## src/rtl/mmio_responder_if.sv

```systemverilog
// ---------------------------------------------------------------------------
// mmio_responder_if -- CPU-side IO window bus for mmio_responder.
//
// Signals:
//   io_sel  access targets the IO window
//   io_we   store strobe (qualified by io_sel)
//   io_re   load strobe  (qualified by io_sel)
//   addr    byte offset in the window, addr[3:2] selects the register
//   wdata   store data
//   rdata   load data, combinational from the responder
//
// Modports: master (CPU side), slave (responder side).
// ---------------------------------------------------------------------------
interface mmio_responder_if;
  logic        io_sel;
  logic        io_we;
  logic        io_re;
  logic [3:0]  addr;
  logic [31:0] wdata;
  logic [31:0] rdata;

  modport master (output io_sel, io_we, io_re, addr, wdata, input rdata);
  modport slave  (input io_sel, io_we, io_re, addr, wdata, output rdata);
endinterface

```

## src/rtl/mmio_responder.sv

```systemverilog
// ---------------------------------------------------------------------------
// mmio_responder -- memory-mapped IO block: push-button/switch capture and an
// 8-digit multiplexed 7-segment hex display.
//
// Register map (addr[3:2]):
//   0x0 STATUS (RO)  bit0 = sw_ready, set by a button press, cleared by a
//                    SWDATA read
//   0x4 SWDATA (RO)  {16'h0, switches captured at the button press}
//   0x8 DISP   (RW)  eight hex nibbles, digit i shows DISP[4i+3:4i]
//   0xC reserved, reads 0, stores ignored
//
// Ports:
//   clk      rising-edge clock
//   reset    asynchronous active-low reset
//   bus      mmio_responder_if.slave (io_sel/io_we/io_re/addr/wdata/rdata)
//   btn_in   raw asynchronous "input ready" push button
//   sw       raw slide switches
//   AN       digit enables, active-low
//   A2G      segments a..g on bits 6..0, active-low
//   DP       decimal point, active-low, always off
//
// Parameters:
//   DEBOUNCE_CYCLES  stable samples needed to accept a button level
//   SCAN_DIV         clk cycles each digit stays lit
//
// Build option: define MMIO_DEBOUNCE_EN to debounce the synchronized button.
// Without it the synchronized button is used directly and DEBOUNCE_CYCLES
// has no effect.
// ---------------------------------------------------------------------------
module mmio_responder #(
  parameter int unsigned DEBOUNCE_CYCLES = 1000000,
  parameter int unsigned SCAN_DIV        = 100000
) (
  input  logic                   clk,
  input  logic                   reset,
  mmio_responder_if.slave        bus,
  input  logic                   btn_in,
  input  logic [15:0]            sw,
  output logic [7:0]             AN,
  output logic [6:0]             A2G,
  output logic                   DP
);

  typedef enum logic [1:0] {
    REG_STATUS = 2'd0,
    REG_SWDATA = 2'd1,
    REG_DISP   = 2'd2,
    REG_RSVD   = 2'd3
  } reg_e;

  localparam int unsigned SCAN_W = (SCAN_DIV > 1) ? $clog2(SCAN_DIV) : 1;
  localparam logic [SCAN_W-1:0] SCAN_LAST = SCAN_W'(SCAN_DIV - 1);

  reg_e        reg_sel;
  logic        wr_disp;
  logic        rd_swdata;

  logic [31:0] disp;
  logic [15:0] swdata;
  logic        sw_ready;

  logic        btn_sync1, btn_sync2;
  logic [15:0] sw_sync1, sw_sync2;
  logic        btn_level;
  logic        btn_prev;
  logic        btn_rise;

  logic [SCAN_W-1:0] scan_cnt;
  logic [2:0]        digit_idx;

  // Byte-lane bits carry no information for word registers.
  logic addr_unused;
  assign addr_unused = ^bus.addr[1:0];

  assign reg_sel   = reg_e'(bus.addr[3:2]);
  assign wr_disp   = bus.io_sel & bus.io_we & (reg_sel == REG_DISP);
  assign rd_swdata = bus.io_sel & bus.io_re & (reg_sel == REG_SWDATA);

  // ---------------------------------------------------------------- DISP
  // NOTE: state registers use non-blocking assignments so every flop samples
  // the pre-edge values of its inputs, independent of block ordering.
  always_ff @(posedge clk or negedge reset) begin
    if (!reset) disp <= '0;
    else if (wr_disp) disp <= bus.wdata;
  end

  // ------------------------------------------------------- synchronizers
  // Switches are synchronized too so the captured word is never a
  // half-settled mix of old and new positions.
  always_ff @(posedge clk or negedge reset) begin
    if (!reset) begin
      btn_sync1 <= 1'b0;
      btn_sync2 <= 1'b0;
      sw_sync1  <= '0;
      sw_sync2  <= '0;
    end else begin
      btn_sync1 <= btn_in;
      btn_sync2 <= btn_sync1;
      sw_sync1  <= sw;
      sw_sync2  <= sw_sync1;
    end
  end

  // ------------------------------------------------------------ debounce
`ifdef MMIO_DEBOUNCE_EN
  localparam int unsigned DB_W = (DEBOUNCE_CYCLES > 1) ? $clog2(DEBOUNCE_CYCLES) : 1;
  localparam logic [DB_W-1:0] DB_LAST = DB_W'(DEBOUNCE_CYCLES - 1);

  logic [DB_W-1:0] db_cnt;
  logic            db_level;

  // The count advances only while the sampled button differs from the
  // accepted level; a sample matching the old level restarts it.
  always_ff @(posedge clk or negedge reset) begin
    if (!reset) begin
      db_cnt   <= '0;
      db_level <= 1'b0;
    end else if (btn_sync2 != db_level) begin
      if (db_cnt == DB_LAST) begin
        db_level <= btn_sync2;
        db_cnt   <= '0;
      end else begin
        db_cnt <= db_cnt + DB_W'(1);
      end
    end else begin
      db_cnt <= '0;
    end
  end

  assign btn_level = db_level;
`else
  logic debounce_unused;
  assign debounce_unused = (DEBOUNCE_CYCLES != 0);
  assign btn_level       = btn_sync2;
`endif

  // ------------------------------------------------------------- capture
  // One capture per rising edge of the accepted level; a held button keeps
  // btn_prev high so no further captures occur until release.
  assign btn_rise = btn_level & ~btn_prev;

  always_ff @(posedge clk or negedge reset) begin
    if (!reset) begin
      btn_prev <= 1'b0;
      sw_ready <= 1'b0;
      swdata   <= '0;
    end else begin
      btn_prev <= btn_level;
      // A new press wins over a simultaneous SWDATA read.
      if (btn_rise) begin
        sw_ready <= 1'b1;
        swdata   <= sw_sync2;
      end else if (rd_swdata) begin
        sw_ready <= 1'b0;
      end
    end
  end

  // ----------------------------------------------------------- read mux
  // NOTE: every output of a combinational block gets a default first so no
  // path leaves it unassigned and no latch is inferred.
  always_comb begin
    bus.rdata = '0;
    if (bus.io_sel) begin
      case (reg_sel)
        REG_STATUS: bus.rdata = {31'h0, sw_ready};
        REG_SWDATA: bus.rdata = {16'h0, swdata};
        REG_DISP:   bus.rdata = disp;
        default:    bus.rdata = '0;
      endcase
    end
  end

  // -------------------------------------------------------- display scan
  always_ff @(posedge clk or negedge reset) begin
    if (!reset) begin
      scan_cnt  <= '0;
      digit_idx <= '0;
    end else if (scan_cnt == SCAN_LAST) begin
      scan_cnt  <= '0;
      digit_idx <= digit_idx + 3'd1;
    end else begin
      scan_cnt <= scan_cnt + SCAN_W'(1);
    end
  end

  function automatic logic [6:0] hex_seg(input logic [3:0] n);
    case (n)
      4'h0: hex_seg = 7'b0000001;
      4'h1: hex_seg = 7'b1001111;
      4'h2: hex_seg = 7'b0010010;
      4'h3: hex_seg = 7'b0000110;
      4'h4: hex_seg = 7'b1001100;
      4'h5: hex_seg = 7'b0100100;
      4'h6: hex_seg = 7'b0100000;
      4'h7: hex_seg = 7'b0001111;
      4'h8: hex_seg = 7'b0000000;
      4'h9: hex_seg = 7'b0000100;
      4'hA: hex_seg = 7'b0001000;
      4'hB: hex_seg = 7'b1100000;
      4'hC: hex_seg = 7'b0110001;
      4'hD: hex_seg = 7'b1000010;
      4'hE: hex_seg = 7'b0110000;
      4'hF: hex_seg = 7'b0111000;
    endcase
  endfunction

  // Segments decode straight from DISP so a store shows on the lit digit
  // right after the write edge. Reset blanks the display asynchronously.
  always_comb begin
    AN  = ~(8'h01 << digit_idx);
    A2G = hex_seg(disp[{digit_idx, 2'b00} +: 4]);
    if (!reset) begin
      AN  = 8'hFF;
      A2G = 7'h7F;
    end
  end

  assign DP = 1'b1;

endmodule

```

## src/flat_wrapper.sv

```systemverilog
// flat-port wrapper written by rule: the top's interface ports become plain ports
module mmio_responder_flat 
#(
  parameter int unsigned DEBOUNCE_CYCLES = 1000000,
  parameter int unsigned SCAN_DIV        = 100000
)
  (clk, reset, btn_in, sw, AN, A2G, DP, bus_io_sel, bus_io_we, bus_io_re, bus_addr, bus_wdata, bus_rdata);
  mmio_responder_if bus_i ();
  input  logic clk;
  input  logic reset;
  input  logic btn_in;
  input  logic [15:0] sw;
  output logic [7:0] AN;
  output logic [6:0] A2G;
  output logic DP;
  input wire logic [$bits(bus_i.io_sel)-1:0] bus_io_sel;
  input wire logic [$bits(bus_i.io_we)-1:0] bus_io_we;
  input wire logic [$bits(bus_i.io_re)-1:0] bus_io_re;
  input wire logic [$bits(bus_i.addr)-1:0] bus_addr;
  input wire logic [$bits(bus_i.wdata)-1:0] bus_wdata;
  output wire logic [$bits(bus_i.rdata)-1:0] bus_rdata;
  assign bus_i.io_sel = bus_io_sel;
  assign bus_i.io_we = bus_io_we;
  assign bus_i.io_re = bus_io_re;
  assign bus_i.addr = bus_addr;
  assign bus_i.wdata = bus_wdata;
  assign bus_rdata = bus_i.rdata;
  mmio_responder #(.DEBOUNCE_CYCLES(DEBOUNCE_CYCLES), .SCAN_DIV(SCAN_DIV)) u_core (.clk(clk), .reset(reset), .bus(bus_i), .btn_in(btn_in), .sw(sw), .AN(AN), .A2G(A2G), .DP(DP));
endmodule
```

## config.mk

```make
export PLATFORM = sky130hd
export DESIGN_NAME = mmio_responder_flat
export DESIGN_NICKNAME = d
export VERILOG_FILES = /design/src/rtl/mmio_responder_if.sv /design/src/rtl/mmio_responder.sv /design/src/flat_wrapper.sv
export SDC_FILE = /design/constraint.sdc
export NUM_CORES = 1
export LEC_CHECK = 0
export ABC_AREA = 1
export BUFFER_PORTS_ARGS = -buffer_cell sky130_fd_sc_hd__buf_2
export CORE_MARGIN = 5
export CORE_UTILIZATION = 46
export CTS_CLUSTER_DIAMETER = 50
export CTS_CLUSTER_SIZE = 20
export DETAILED_ROUTE_END_ITERATION = 10
export GPL_TIMING_DRIVEN = 0
export PLACE_DENSITY = 0.69
export SYNTH_ARGS = -nofsm -noshare
export SYNTH_HDL_FRONTEND = slang
export SYNTH_SLANG_ARGS = --single-unit
```

## constraint.sdc

```tcl
create_clock -name clk -period 1.92 [get_ports clk]
set_clock_uncertainty 0.2 [all_clocks]
set_input_delay 0 -clock clk [delete_from_list [all_inputs] [get_ports clk]]
set_output_delay 0 -clock clk [all_outputs]
set_load 0.02 [all_outputs]
```

==> parameters.txt, run 1 <==
Parameter                              Value

CTS
  Clock sink count ... ~100
  Number of buffers added by the clock tree synthesis step ... 9
  H-tree depth reported by CTS ... 3
  Clock input transition at the sequential cells of the worst setup and hold paths ... about 0.11 ns
  Clock insertion delay at the later pin of the skew report ... between 0.3 and 0.4 ns
  CTS tree ... yes
  Hold-fix buffers at CTS ... 57
  Root buffer cell ... sky130_fd_sc_hd__clkbuf_8
  Longest Clk Path Bufs ... 2

Timing
  Finish-stage setup viols ... 7
  Slew at the pin closest to its max-slew limit ... about 0.71 ns
  Min Hold Slack ... -0.530 ns
  Slack of the critical path ... -0.483 ns
  Number of pins with negative max-slew slack in the final report ... 0
  Max-slew headroom at the worst pin ... 0.525
  Maximum operating frequency ... approximately 0.42 GHz
  Final total negative setup slack ... -3.12 ns
  Clock period minus final worst setup slack ... 2.40 ns
  Setup repair after global routing missed its margin ... true
  Final number of hold-violating endpoints ... approximately 100
  Final worst-path cycle share ... 1.25

Floorplanning
  Die ar. ... around 13000 sq um
  Height of the chip ... 113 um
  Die outline width ... 113 um
  Core Footprint ... around 10000 sq um
  Effective utilization at floorplan ... 0.470
  Cell row count ... 37
  Number of top-level design ports ... 106

Critical path
  Type of element capturing the critical path ... output port
  CP bufs+invs ... 4
  Crit-path cells ... buf_6, inv_8, nand3_2, nand2_2, o21ai_4, buf_6, ha_4, nand3_4, nor2_4, nor2_2, nand2_1, buf_6
  Crit path top cell by count ... sky130_fd_sc_hd__buf_6
  CP peak stage delay ... around 0.43 ns
  Critical-path cell with the highest stage delay ... sky130_fd_sc_hd__dfrtp_1
  Worst-path fanout max ... 11
  Worst path arrival time ... approximately 2.2 ns
  Setup Crit Path Kind ... reg -> out
  Data required time at the worst endpoint ... 1.72 ns
  Kind of cell with the highest combined delay on the critical path ... buffers and inverters
  Setup crit start kind ... flop
  CP startpoint ... u_core.digit_idx[1]
  Launch instance of the worst register-to-register path ... u_core.scan_cnt[0]

Placed design
  Number of placed instances, taps included ... roughly 770
  Routability congestion estimate from global placement ... a little under 0.9
  Dpl ws ... -0.336 ns
  Final HPWL DP ... 8380 um
  Number of port buffers ... 101
  Instance area after placement ... approximately 5600 sq um

Drt
  Highest metal used ... met4
  1st-pass router iterations ... 5
  Met2 layer wire length in the routed design ... ~6000 um
  DRC Markers ... 0
  Antenna-violating nets left ... 0
  Number of DRC violations after detailed-routing iteration 0 ... 260
  Met3 WL post-DR ... around 770 um
  Vias ... 4295
  Via density per instance ... ~5.0
  Total Wirelength ... 12500 um
  Drt wl/cell ... 14.6 um
  Wire length the detailed router placed on met1 ... approximately 5300 um

Final layout
  Core occupancy in the finished layout ... 0.653
  Count of inserted antenna diode cells ... 0
  Fin cells ... 860
  Fraction of final layout cells with drive strength greater than 1 ... 0.309
  Final instance area ... slightly below 7000 sq um
  Final net count ... slightly below 800
  Synthesis-to-layout area growth ... 38.9%

Job
  Number of max-capacitance violations reported ... 0

Synthesis
  Post-synthesis net count ... just over 600
  Sequential-to-total area share from yosys stat ... 0.536
  Gate Count Post-Synth ... 535
  EDFF count, synth ... 0
  Yosys warns ... 0
  Number of flip-flops and latches in the synthesized netlist ... 104
  Asr flop ratio synth ... 1.00
  Unique cell type count in the Yosys netlist ... 35
  Most common flop cell mapped by yosys ... sky130_fd_sc_hd__dfrtp_1
  Mean instance size in the synthesized netlist ... between 9 and 10 sq um
  Synthesized area ... 4860 sq um

Run status
  Failing checks ... hold timing, setup timing
  Status ... complete, but fails checks

Global route
  GRT Residual Overflow ... 0
  First-pass GRT wire length ... ~21000 um
  Maximum number of pins on one net before global-route repair ... 54
  Vias in the first global route ... approximately 4400
  Antenna violations before repair ... 0
  GRT Overall Usage ... 0.199

Pwr
  Total chip power ... between 4 and 5 mW
  Maximum ir drop on the vdd rail ... 0.424 mV
  Total leakage power ... ~3.4 nW
  Power Density ... 729 nW/um^2

Worst hold path
  Classification of the worst-slack hold path ... in -> async
-- per-layer routing --
metal / global-route usage / vias to the layer above
met1: 0.260 / 2032
met2: 0.331 / 167
met3: 0.0358 / 23
met5: 0 / -
li1: - / 2073
met4: 0.0729 / 0
-- placed cells by master (no fill, tap or decap), drive strengths merged, types with 7 or more instances in the layout --
cell type	count
a21oi	37
buf	131
clkbuf	17
dfrtp	104
dlygate4sd3	55
ha	13
inv	73
mux2	16
nand2	85
nand3	65
nand4	9
nor2	75
o21ai	23
xor2	7
-- area by class of cell --
| cell class | instances | area (sq um) |
|---|---|---|
| Buffer | 20 | 129 |
| Clock buffer | 9 | 124 |
| Clock inverter | 6 | 52.6 |
| Fill cell | 774 | 3580 |
| Inverter | 71 | 288 |
| Multi-Input combinational cell | 340 | 2060 |
| Sequential cell | 104 | 2600 |
| Tap cell | 136 | 170 |
| Timing Repair Buffer | 174 | 1320 |
-- cells by family after synthesis --
family,after synthesis,synth area share
DFF,104,0.536
AOI/OAI and AO/OA,61,0.0667
buffers and inverters,91,0.0806
adders and majority gates,13,0.0335
muxes,16,0.0371
other,1,0.000772
xor gates and xnor gates,8,0.0144
and+or+nand+nor,241,0.231
-- sequential cells by signal, summed over array words and instances, names as in the netlist --
signal            flops
u_core.disp          32
u_core.scan_cnt      17
u_core.sw_sync1      16
u_core.sw_sync2      16
u_core.swdata        16
u_core.digit_idx      3
u_core.btn_level      1
u_core.btn_prev       1
u_core.btn_sync1      1
u_core.sw_ready       1
-- path summary, 6_finish.rpt --
path,endpoint,slack [ns],cells past startpoint
worst max-delay path,A2G[5],-0.48,12
worst min-delay path,u_core.swdata[4],-0.53,1
worst max register to register,u_core.scan_cnt[12],0.19,9
worst min register to register,u_core.sw_sync2[7],0.16,0
max in group asynchronous,u_core.swdata[7],1.37,3
min in group clk,u_core.sw_sync1[9],0.06,2
-- power breakdown --
part	internal, mW	switching, mW	leakage, nW
clock network	0.488	0.776	0.0895
logic	0.498	0.685	2.09
registers	2.40	0.0688	1.21
total	3.38	1.53	3.39
-- Yosys cell counts, drive strengths merged (2+ instances only) --
cell type  count  area, sq um
a21oi         37          185
buf           13         91.3
clkbuf         7         26.3
dfrtp        104         2600
ha            13          163
inv           70          270
mux2          16          180
nand2         85          347
nand3         65          378
nand3b         2         15.0
nand4          9         56.3
nor2          75          287
nor3           3         26.3
o21ai         23          130
xor2           7         61.3
-- what timing repair did --
item / CTS / global route
setup buffers: 9 / 7
cloned: 0 / 0
pin swaps: 9 / 12
endpoints found under the setup margin: 7 / 20
hold endpoints to repair: 126 / 47
resized for setup: 32 / 45
Power figures use the tool's default switching activity.
==> run 2: changes to the inputs <==
- GPL_ROUTABILITY_DRIVEN: unset -> 1
- REMOVE_ABC_BUFFERS: unset -> 1
==> parameters.txt, run 2 (same netlist as run 1, synthesis figures left out) <==
Parameter                              Value

Final layout
  Synthesis-to-layout area growth ... 36.6%
  Final net count ... between 700 and 800
  Biggest regs ... u_core.disp (32), u_core.scan_cnt (17)
  Most common cell after layout, fill and taps aside ... sky130_fd_sc_hd__dfrtp_1
  Fraction of final layout cells with drive strength greater than 1 ... 0.320
  Number of flip-flops under the largest register name ... 32
  Commonest non-fill, non-tap cells in the layout ... sky130_fd_sc_hd__dfrtp_1 (101), sky130_fd_sc_hd__buf_2 (91), sky130_fd_sc_hd__nor2_1 (70)
  Register bank with the most flops ... u_core.disp
  Area occupied by registers ... around 2600 sq um
  Total of fill cells in the finished design ... roughly 790
  Final instance area ... 6630 sq um
  Count of inserted antenna diode cells ... 0
  Area of the multi-input gates ... 2110 sq um

Timing
  Finish-stage setup viols ... 8
  Slew at the pin closest to its max-slew limit ... between 0.7 and 0.8 ns
  Number of pins with negative max-slew slack in the final report ... 0
  Slack of the critical path ... -0.513 ns
  Max-slew headroom at the worst pin ... 0.486
  Setup repair after global routing missed its margin ... true
  Min Hold Slack ... -0.533 ns
  Final number of hold-violating endpoints ... ~100
  Clock period minus final worst setup slack ... about 2.4 ns
  Final total negative setup slack ... -3.49 ns
  Maximum operating frequency ... ~0.41 GHz
  Final worst-path cycle share ... 1.27

Critical path
  CP peak stage delay ... ~0.52 ns
  Instance count on the critical path ... 11
  Kind of cell with the highest combined delay on the critical path ... simple AND/OR/NAND/NOR gates
  Launch instance of the worst register-to-register path ... u_core.scan_cnt[0]
  Worst path arrival time ... roughly 2.2 ns
  Critical-path cell with the highest stage delay ... sky130_fd_sc_hd__dfrtp_4
  CP startpoint ... u_core.digit_idx[0]
  Worst-path fanout max ... 6
  Crit-path cells ... buf_12, nand2_2, nand3_2, nand2_2, o21ai_4, ha_1, nand3_2, nor2_2, nor2_1, nand2_1, buf_6
  Setup crit start kind ... flop
  Type of element capturing the critical path ... output port
  R2r setup slk ... roughly 0.15 ns
  CP bufs+invs ... 2
  Reg2Reg Depth ... 9
  Data required time at the worst endpoint ... about 1.7 ns
  Setup Crit Path Kind ... reg -> out

Run status
  Failing checks ... hold timing, setup timing
  Status ... complete, but fails checks

Floorplanning
  Number of top-level design ports ... roughly 110
  Height of the chip ... ~110 um
  Die ar. ... roughly 13000 sq um
  Core Footprint ... approximately 10000 sq um
  Die outline width ... 113 um
  Cell row count ... 37
  Effective utilization at floorplan ... 0.470

CTS
  Clock input transition at the sequential cells of the worst setup and hold paths ... between 0.1 and 0.15 ns
  Root buffer cell ... sky130_fd_sc_hd__clkbuf_8
  Clock sink count ... 104
  Hold-fix buffers at CTS ... 50
  CTS tree ... yes
  H-tree depth reported by CTS ... 3
  Number of buffers added by the clock tree synthesis step ... 9
  Longest Clk Path Bufs ... 2
  Clock insertion delay at the later pin of the skew report ... 0.37 ns

Pwr
  Power Density ... about 760 nW/um^2
  Total leakage power ... about 3.3 nW
  Total chip power ... ~5.0 mW
  Maximum ir drop on the vdd rail ... approximately 0.47 mV

Placed design
  Number of port buffers ... a little over 100
  Routability congestion estimate from global placement ... between 0.8 and 0.9
  Final HPWL DP ... approximately 8000 um
  Dpl ws ... -0.708 ns
  Instance area after placement ... between 5000 and 6000 sq um

Drt
  1st-pass router iterations ... 4
  Total Wirelength ... 12200 um
  DRC Markers ... 0
  Vias ... about 4200
  Number of DRC violations after detailed-routing iteration 0 ... 290
  Antenna-violating nets left ... 0
  Drt wl/cell ... 14.6 um
  Via density per instance ... 5.03

Global route
  First-pass GRT wire length ... 20400 um
  Antenna violations before repair ... 0
  GRT Residual Overflow ... 0
  Maximum number of pins on one net before global-route repair ... 65
  GRT Overall Usage ... 0.198
  Vias in the first global route ... 4386

Job
  Number of max-capacitance violations reported ... 0

Worst hold path
  Classification of the worst-slack hold path ... in -> async
[run 2: cell count changes in the layout (fill, tap and decap cells not counted), moves of 3 or more]
cell	change
sky130_fd_sc_hd__dfrtp_1	-3
sky130_fd_sc_hd__buf_6	-6
sky130_fd_sc_hd__clkbuf_1	-7
sky130_fd_sc_hd__nand2_2	+7
sky130_fd_sc_hd__ha_4	+3
sky130_fd_sc_hd__nand2_1	-6
sky130_fd_sc_hd__buf_2	-6
sky130_fd_sc_hd__dlygate4sd3_1	-5
[run 2: worst paths after layout]
| path | endpoint |
|---|---|
| setup / recovery | A2G[5] |
| hold / removal | u_core.btn_prev |
| setup reg to reg | u_core.scan_cnt[14] |
| hold reg to reg | u_core.sw_sync2[3] |
| max in group asynchronous | u_core.digit_idx[1] |
| min in group clk | u_core.sw_ready |
[run 2: metrics by stage]
stage / hold WS [ns] / std cells / util
after detailed placement: -0.101 / 754 / 0.528
after CTS: -0.519 / 836 / 0.630
after global placement: -0.0927 / 753 / 0.525
after floorplan: -0.496 / 515 / -
final: -0.533 / 837 / 0.642
after global routing: -0.489 / 837 / 0.642
[run 2: timing repair]
item	in CTS	in global routing
pin swaps	5	12
hold endpoints to repair	151	50
endpoints found under the setup margin	22	40
setup buffers	15	1
resized for setup	55	29
cloned	1	0
[run 2: power breakdown]
group / total [mW] / switching, mW / leakage [nW] / internal, mW
sequential: 2.47 / 0.0673 / 1.21 / 2.40
combinational: 1.15 / 0.679 / 1.98 / 0.475
clock: 1.39 / 0.836 / 0.106 / 0.555
total: 5.01 / 1.58 / 3.29 / 3.43
[run 2: layout make-up]
cell class	instances	share of cell area
clock buffer	10	0.0208
clock inverter	6	0.0102
inverter	71	0.0419
multi-input combinational	340	0.318
sequential	104	0.394
tap	136	0.0257
timing repair buffer	169	0.189
timing repair inverter	1	0.000943
[run 2: per-layer routing]
metal  GRT usage  up-vias  part of all wire
met5           0        -                 0
met4      0.0785        0             0.021
met3      0.0390       26             0.062
met2       0.345      154              0.51
met1       0.241     1999              0.41
li1            -     2027                 -
==> run 3: changes to the inputs <==
- CTS_BUF_LIST: unset -> sky130_fd_sc_hd__clkbuf_4 sky130_fd_sc_hd__clkbuf_8 sky130_fd_sc_hd__clkbuf_16
- SETUP_SLACK_MARGIN: unset -> 0.4
==> parameters.txt, run 3 (same netlist as run 1, synthesis figures left out) <==
Parameter                              Value

Run status
  Failing checks ... hold timing, setup timing
  Status ... complete, but fails checks

CTS
  Clock input transition at the sequential cells of the worst setup and hold paths ... between 0.1 and 0.15 ns
  Clock sink count ... between 100 and 150
  Clock insertion delay at the later pin of the skew report ... ~0.37 ns
  CTS tree ... yes
  H-tree depth reported by CTS ... 3
  Root buffer cell ... sky130_fd_sc_hd__clkbuf_8
  Number of buffers added by the clock tree synthesis step ... 9
  Longest Clk Path Bufs ... 2
  Hold-fix buffers at CTS ... 50

Drt
  Vias ... approximately 4400
  Total Wirelength ... 13700 um
  1st-pass router iterations ... 9
  Drt wl/cell ... between 15 and 20 um
  Via density per instance ... 5.16
  Antenna-violating nets left ... 0
  DRC Markers ... 0
  Number of DRC violations after detailed-routing iteration 0 ... slightly above 300

Pwr
  Maximum ir drop on the vdd rail ... ~0.47 mV
  Power Density ... about 720 nW/um^2
  Total leakage power ... around 3.4 nW

Timing
  Min Hold Slack ... -0.525 ns
  Maximum operating frequency ... ~0.41 GHz
  Final number of hold-violating endpoints ... approximately 100
  Slew at the pin closest to its max-slew limit ... approximately 0.75 ns
  Clock period minus final worst setup slack ... ~2.4 ns
  Final worst-path cycle share ... 1.26
  Final total negative setup slack ... -3.43 ns
  Slack of the critical path ... -0.497 ns
  Finish-stage setup viols ... 10
  Setup repair after global routing missed its margin ... true
  Number of pins with negative max-slew slack in the final report ... 0
  Max-slew headroom at the worst pin ... 0.498

Critical path
  Worst path arrival time ... roughly 2.2 ns
  Setup crit start kind ... flop
  Setup Crit Path Kind ... reg -> out
  Kind of cell with the highest combined delay on the critical path ... flip-flops
  CP bufs+invs ... 3
  CP peak stage delay ... 0.52 ns
  Type of element capturing the critical path ... output port
  Worst-path fanout max ... 6
  CP startpoint ... u_core.digit_idx[0]
  Critical-path cell with the highest stage delay ... sky130_fd_sc_hd__dfrtp_4
  Crit path top cell by count ... sky130_fd_sc_hd__nand3_2
  Launch instance of the worst register-to-register path ... u_core.scan_cnt[0]
  Data required time at the worst endpoint ... 1.72 ns
  Crit-path cells ... buf_12, nand2_2, nand3_2, nand2_2, o21ai_4, inv_2, ha_1, nand3_1, nand3_2, nand3_2, buf_6

Final layout
  Count of inserted antenna diode cells ... 0
  Number of flip-flops under the largest register name ... 32
  Synthesis-to-layout area growth ... 44.5%
  Fraction of final layout cells with drive strength greater than 1 ... 0.391
  Biggest regs ... u_core.disp (32), u_core.scan_cnt (17)
  Fin cells ... 853
  Final net count ... slightly below 800
  Register bank with the most flops ... u_core.disp
  Most common cell after layout, fill and taps aside ... sky130_fd_sc_hd__dfrtp_1
  Commonest non-fill, non-tap cells in the layout ... sky130_fd_sc_hd__dfrtp_1 (98), sky130_fd_sc_hd__buf_2 (85), sky130_fd_sc_hd__nor2_1 (61)

Global route
  GRT Residual Overflow ... 0
  Antenna violations before repair ... 0
  GRT Overall Usage ... 0.205
  Maximum number of pins on one net before global-route repair ... between 60 and 70
  First-pass GRT wire length ... about 21000 um
  Vias in the first global route ... 4516

Floorplanning
  Number of top-level design ports ... ~110
  Cell row count ... 37
  Die outline width ... roughly 110 um
  Die ar. ... around 13000 sq um
  Height of the chip ... 113 um
  Effective utilization at floorplan ... 0.470
  Core Footprint ... 10300 sq um

Placed design
  Number of port buffers ... around 100
  Number of placed instances, taps included ... 754
  Routability congestion estimate from global placement ... ~0.86
  Final HPWL DP ... 7820 um

Worst hold path
  Classification of the worst-slack hold path ... in -> async

Job
  Number of max-capacitance violations reported ... 0
[run 3: area by class of cell]
cell class | instances | area, sq um
fillers | 719 | 3310
well taps | 136 | 170
multi-input cells | 340 | 2290
inverters | 71 | 280
repair buffers | 185 | 1450
flip-flops and latches | 104 | 2620
clock inverters | 6 | 67.6
clock buffers | 10 | 138
repair inverters | 1 | 6.26
[run 3: repair_timing]
item,in CTS,in global routing
gates cloned,1,0
endpoints found under the hold margin,136,50
resized for setup,106,61
setup endpoints to repair,113,72
setup buffers,26,6
pin swaps,19,26
[run 3: worst reg2reg max path, delay by kind of cell, from the launching register on]
kind	cells	cell delay (ns)
simple gates	4	0.51
flops	1	0.39
buf+inv	1	0.08
fa+ha+maj	1	0.20
compound gates	2	0.24
[run 3: path summary, 6_finish.rpt]
path | endpoint | cells after the start | slack (ns)
max in group asynchronous | u_core.digit_idx[1] | 2 | 1.28
worst max register to register | u_core.scan_cnt[7] | 8 | 0.18
worst max-delay path | A2G[2] | 11 | -0.50
worst min register to register | u_core.sw_sync2[3] | 0 | 0.16
min in group clk | u_core.sw_ready | 4 | 0.02
worst min-delay path | u_core.btn_prev | 1 | -0.52
[run 3: report_power, final]
group          switching [mW]  internal [mW]
Combinational           0.697          0.485
Sequential             0.0697           2.40
Clock                   0.856          0.556
[run 3: metrics by stage]
| step | hold WS [ns] | power [mW] | setup WS [ns] | util | instance area, sq um |
|---|---|---|---|---|---|
| finish | -0.525 | 5.06 | -0.497 | 0.680 | 7020 |
| global route | -0.477 | 5.29 | -0.620 | 0.680 | 7020 |
| CTS | -0.514 | 4.99 | -0.506 | 0.655 | 6760 |
| detailed placement | -0.101 | 3.39 | -0.708 | 0.528 | 5450 |
| global placement | -0.0927 | 3.34 | -0.763 | 0.525 | 5420 |
| floorplan | -0.496 | 3.06 | -0.112 | - | 4740 |
[run 3: metal layers]
| metal | share of wire | track usage | up-vias |
|---|---|---|---|
| li1 | - | - | 2062 |
| met1 | 0.40 | 0.251 | 2113 |
| met2 | 0.52 | 0.363 | 204 |
| met3 | 0.061 | 0.0358 | 26 |
| met4 | 0.019 | 0.0745 | 0 |
| met5 | 0 | 0 | - |
